===== config.mk =====
export PLATFORM = sky130hd
export DESIGN_NAME = fifo_rd_arbiter
export DESIGN_NICKNAME = d
export VERILOG_FILES = /design/src/rtl/fifo_rd_arbiter.sv
export SDC_FILE = /design/constraint.sdc
export NUM_CORES = 1
export LEC_CHECK = 0
export ABC_CLOCK_PERIOD_IN_PS = 4400
export CORE_MARGIN = 2
export CORE_UTILIZATION = 36
export DETAILED_ROUTE_END_ITERATION = 8
export PLACE_DENSITY_LB_ADDON = 0.05
export SLEW_MARGIN = 0
export SYNTH_ARGS = -nofsm -noshare
export SYNTH_HDL_FRONTEND = slang
export SYNTH_SLANG_ARGS = --single-unit

===== constraint.sdc =====
create_clock -name clk -period 4.4 [get_ports clk]
set_input_delay 1.32 -clock clk [delete_from_list [all_inputs] [get_ports clk]]
set_output_delay 1.32 -clock clk [all_outputs]
set_load 0.05 [all_outputs]

===== src/rtl/fifo_rd_arbiter.sv =====
// Round-robin, burst-bounded arbiter sharing one FIFO read port among NUM_REQ requesters.
// Define FIFO_RD_ARB_STATS_EN to count delivered words in status[31:16].
module fifo_rd_arbiter #(
    parameter int NUM_REQ   = 4,
    parameter int DATA_W    = 32,
    parameter int USEDW_W   = 8,
    parameter int MAX_BURST = 4,
    parameter int RD_LAT    = 1
) (
    input  logic               clk,
    input  logic               rst,
    input  logic [NUM_REQ-1:0] req,
    output logic [NUM_REQ-1:0] grant,
    output logic               rd_valid,
    output logic [DATA_W-1:0]  rd_data,
    output logic [2:0]         rd_id,
    output logic               fifo_rdreq,
    input  logic [DATA_W-1:0]  fifo_q,
    input  logic               fifo_empty,
    input  logic               fifo_full,
    input  logic [USEDW_W-1:0] fifo_usedw,
    output logic [31:0]        status
);

    typedef enum logic {IDLE, BURST} state_t;

    state_t             state_reg, state_next;
    logic [NUM_REQ-1:0] grant_reg, grant_next;
    logic [2:0]         owner_reg, owner_next;
    logic [2:0]         rr_ptr_reg, rr_ptr_next;
    logic [3:0]         cnt_reg, cnt_next;
    logic [31:0]        status_reg;
    logic [15:0]        stats_word;

    logic [2*NUM_REQ-1:0] req_dbl;
    logic [NUM_REQ-1:0]   req_rot;
    logic [2:0]           pick_off;
    logic [3:0]           pick_sum;
    logic [2:0]           pick_id;
    logic                 pick_found;
    logic                 owner_req;
    logic                 last_issue;

    logic       pipe_valid_reg [RD_LAT];
    logic [2:0] pipe_id_reg    [RD_LAT];

    // Rotate requests so bit 0 is the round-robin pointer position.
    assign req_dbl    = {req, req} >> rr_ptr_reg;
    assign req_rot    = req_dbl[NUM_REQ-1:0];
    assign pick_found = |req_rot;

    always_comb begin
        pick_off = 3'd0;
        for (int k = NUM_REQ - 1; k >= 0; k--) begin
            if (req_rot[k]) pick_off = 3'(k);
        end
        pick_sum = {1'b0, rr_ptr_reg} + {1'b0, pick_off};
        if (pick_sum >= 4'(NUM_REQ)) pick_id = 3'(pick_sum - 4'(NUM_REQ));
        else                         pick_id = pick_sum[2:0];
    end

    assign owner_req  = |(grant_reg & req);
    assign fifo_rdreq = (state_reg == BURST) && owner_req && !fifo_empty;
    assign last_issue = fifo_rdreq && (cnt_reg == 4'(MAX_BURST - 1));

    always_comb begin
        state_next  = state_reg;
        grant_next  = grant_reg;
        owner_next  = owner_reg;
        rr_ptr_next = rr_ptr_reg;
        cnt_next    = cnt_reg;
        case (state_reg)
            IDLE: begin
                if (pick_found && !fifo_empty) begin
                    state_next = BURST;
                    grant_next = NUM_REQ'(1) << pick_id;
                    owner_next = pick_id;
                    cnt_next   = 4'd0;
                end
            end
            BURST: begin
                if (fifo_rdreq) cnt_next = cnt_reg + 4'd1;
                if (!owner_req || fifo_empty || last_issue) begin
                    state_next  = IDLE;
                    grant_next  = '0;
                    rr_ptr_next = (owner_reg == 3'(NUM_REQ - 1)) ? 3'd0 : owner_reg + 3'd1;
                end
            end
            default: state_next = IDLE;
        endcase
    end

    always_ff @(posedge clk) begin
        if (rst) begin
            state_reg  <= IDLE;
            grant_reg  <= '0;
            owner_reg  <= 3'd0;
            rr_ptr_reg <= 3'd0;
            cnt_reg    <= 4'd0;
        end else begin
            state_reg  <= state_next;
            grant_reg  <= grant_next;
            owner_reg  <= owner_next;
            rr_ptr_reg <= rr_ptr_next;
            cnt_reg    <= cnt_next;
        end
    end

    // Return pipe tracks which requester each issued read belongs to.
    genvar gi;
    for (gi = 0; gi < RD_LAT; gi++) begin : g_pipe
        logic       valid_in;
        logic [2:0] id_in;
        if (gi == 0) begin : g_head
            assign valid_in = fifo_rdreq;
            assign id_in    = owner_reg;
        end else begin : g_tail
            assign valid_in = pipe_valid_reg[gi-1];
            assign id_in    = pipe_id_reg[gi-1];
        end
        always_ff @(posedge clk) begin
            if (rst) begin
                pipe_valid_reg[gi] <= 1'b0;
                pipe_id_reg[gi]    <= 3'd0;
            end else begin
                pipe_valid_reg[gi] <= valid_in;
                pipe_id_reg[gi]    <= id_in;
            end
        end
    end

    assign rd_valid = pipe_valid_reg[RD_LAT-1];
    assign rd_id    = pipe_id_reg[RD_LAT-1];
    assign rd_data  = rd_valid ? fifo_q : '0;
    assign grant    = grant_reg;

`ifdef FIFO_RD_ARB_STATS_EN
    logic [15:0] stats_cnt_reg;
    always_ff @(posedge clk) begin
        if (rst)                                    stats_cnt_reg <= 16'd0;
        else if (rd_valid && stats_cnt_reg != 16'hFFFF) stats_cnt_reg <= stats_cnt_reg + 16'd1;
    end
    assign stats_word = stats_cnt_reg;
`else
    assign stats_word = 16'd0;
`endif

    always_ff @(posedge clk) begin
        if (rst) status_reg <= 32'd0;
        else     status_reg <= {stats_word, 2'b00, owner_reg, (state_reg == BURST),
                                fifo_empty, fifo_full, 8'(fifo_usedw)};
    end

    assign status = status_reg;

endmodule


==> impl_metrics.toml <==
[power]
cellLeakagePower_nw = 1.16
ir_drop_mv = 0.270
p_int_mw = 0.548
switching_share = 0.361
power_density_mw_per_mm2 = 294
finalPower_mw = 0.858
switching_power_mw = 0.310
clkPwrFrac = 0.272
p_comb_frac = 0.359
seqPwrFrac = 0.369

[global_route]
antenna_found_initial = 0
grt_pass1_wl_mm = 6.79
grt_usage = 0.158
grt_max_degree = 34
overflow = 0
grt_pass1_vias = 1383

[clock_tree]
clockRootBuffer = "clkbuf_8"
ctsResizeCount = 0
cts_setup_buffers = 0
cts_buffers = 5
clock_sinks = 30
clk_latency_ps = 280
ctsHoldBuffers = 0
cts.clk_slew.worst_paths_ps = 60
cts.htree.levels = 2
cts_tree = "done"
clockBufferDepth = 2

[finish]
layout_common_cells = "92 x clkdlybuf4s50_1, 32 x and2_1, 30 x dfxtp_1, 18 x conb_1, 14 x buf_4"
syn_to_final_growth_pct = 57.5
final_cells = 374
largest_reg_flops = 14
diodes = 0
fill_cells = 470
drive_gt1_frac = 0.128
mostFrequentLayoutCell = "clkdlybuf4s50_1"
nNetsFinal = 356

[timing]
worst_slack_ps = 376
timing.final.hold_violations = 0
final-max-slew-violation-count = 0
fin_tns_setup_ps = 0
worst_pin_slew_ps = 717
clock_skew_ps = 6.80
fmax_mhz = 249
rsz0062_at_grt = "false"
slew-limit-headroom = 0.521
fin_crit_ps = 4020
period_share = 0.915
fin_hold_ws_ps = 471
setup_viol = 0

[yosys]
yosys-top-cells-area = "dfxtp_1 32%, and2_1 11%, buf_4 9.7%"
yosys_register_bits = 30
syn_area_per_cell_um2 = 9.08
yosys.area.top_type = "dfxtp_1"
syn_area_mm2 = 0.00185
synth_top_area_frac = 0.324
syn_inst = 204
synth_ff_type = "dfxtp_1"
yosysSeqAreaShare = 0.324
ys_warn_count = 0
synth_edf_count = 0
synth.distinct_cells = 54
synthArstFlopShare = 0

[worst_hold_path]
holdCritStartpoint = "g_pipe[0].id_in[2]"
worstHoldPathType = "reg2reg"

[floorplanning]
die_h_um = 75.7
die_width_um = 75.7
die_area_mm2 = 0.00573
fp-row-count = 26
core_area_mm2 = 0.00504
start_util = 0.367
pin_count = 121

[route]
vias_per_cell = 4.56
dr_wl_met3_um = 525
drtIter0Drc = 29
routed_wl_mm = 4.80
vias = 1705
drtPass1Iterations = 4
ant_nets = 0
wl_met2_mm = 2.31
wl_per_cell_um = 12.8
top_layer = "met4"
drc = 0
met1Wirelength_mm = 1.91

[critical_path]
arrival_ps = 2700
worstPathRequired_ps = 3080
crit_path_max_fanout = 1
r2r-start = "rr_ptr_reg[2]"
critPathCaptureType = "output pin"
start_kind = "primary input"
path_class = "in2out"
startpoint = "fifo_q[14]"

[placed_design]
numPortBuffers = 102
dp_hpwl_mm = 3.77
place_inst = 366
place_congestion = 0.771
dp_slack_ps = 94.3

[outcome]
status = "finished, final reports clean"

[flow_run]
cap_violations = 0
[logic make-up (layout without fill, tap and decap cells)]
| kind of cell | Yosys count | count (layout) | share of synthesized area |
|---|---|---|---|
| AND/OR/NAND/NOR | 89 | 89 | 0.299 |
| AO/OA/AOI/OAI | 39 | 39 | 0.187 |
| buffers and inverters | 35 | 118 | 0.120 |
| flip-flops | 30 | 30 | 0.324 |
| adder cells (fa/ha/maj) | 5 | 5 | 0.0378 |
| multiplexers | 5 | 5 | 0.0297 |
| other | 1 | 18 | 0.00203 |
[per-layer routing]
metal / vias up / global-route usage
met2: 70 / 0.273
met4: 0 / 0.0526
met5: - / 0
met1: 767 / 0.183
met3: 6 / 0.0529
li1: 862 / -
[per-stage QoR]
step	cell area (um^2)	utilization
floorplan	1920	-
global placement	2820	0.560
detailed placement	2820	0.560
CTS	2920	0.578
global route	2920	0.578
finish	2920	0.578
[power groups by stage]
stage / clock network, mW / registers (mW) / logic (mW)
6_report: 0.233 / 0.317 / 0.308
5_1_grt: 0.252 / 0.321 / 0.329
4_1_cts: 0.242 / 0.317 / 0.311
3_5_place_dp: 0 / 0.323 / 0.309
3_3_place_gp: 0 / 0.323 / 0.309
2_1_floorplan: 0 / 0.359 / 0.186
[layout make-up]
cell class / instances / area (um^2) / area share
clock buffer: 6 / 82.6 / 0.0283
clock inverter: 2 / 12.5 / 0.00429
inverter: 4 / 15.0 / 0.00515
multi-input combinational: 156 / 1090 / 0.375
sequential: 30 / 601 / 0.206
tap: 70 / 87.6 / 0.0300
timing repair buffer: 106 / 1030 / 0.352
[worst max-delay path: stages]
cell             delay (ps)
clkdlybuf4s50_1         470
and2_1                  120
clkdlybuf4s50_1         800
[cell usage after synthesis, types with 2 or more instances]
cell / instances
nand4_1: 2
nor3_1: 3
a32o_1: 2
a21bo_2: 2
a22o_1: 2
nand3_1: 5
clkbuf_1: 6
and3b_1: 2
a21o_1: 2
ha_1: 4
nor3b_1: 2
nand2b_1: 6
nor2b_1: 13
inv_1: 4
dfxtp_1: 30
nor2_1: 6
and2b_1: 4
and2_1: 32
buf_4: 24
or3b_2: 2
nand2_1: 3
a211oi_2: 2
or3_1: 2
a21oi_1: 10
mux2i_1: 4
o211ai_1: 2
[worst paths after layout]
kind         slack (ps)                  to  depth (start not counted)
min reg2reg         470  g_pipe[0].id_in[2]                          2
max                 380         rd_data[14]                          3
max reg2reg        1560            grant[2]                         10
min                 470  g_pipe[0].id_in[2]                          2
No activity file was read; power rests on OpenSTA's default activity.
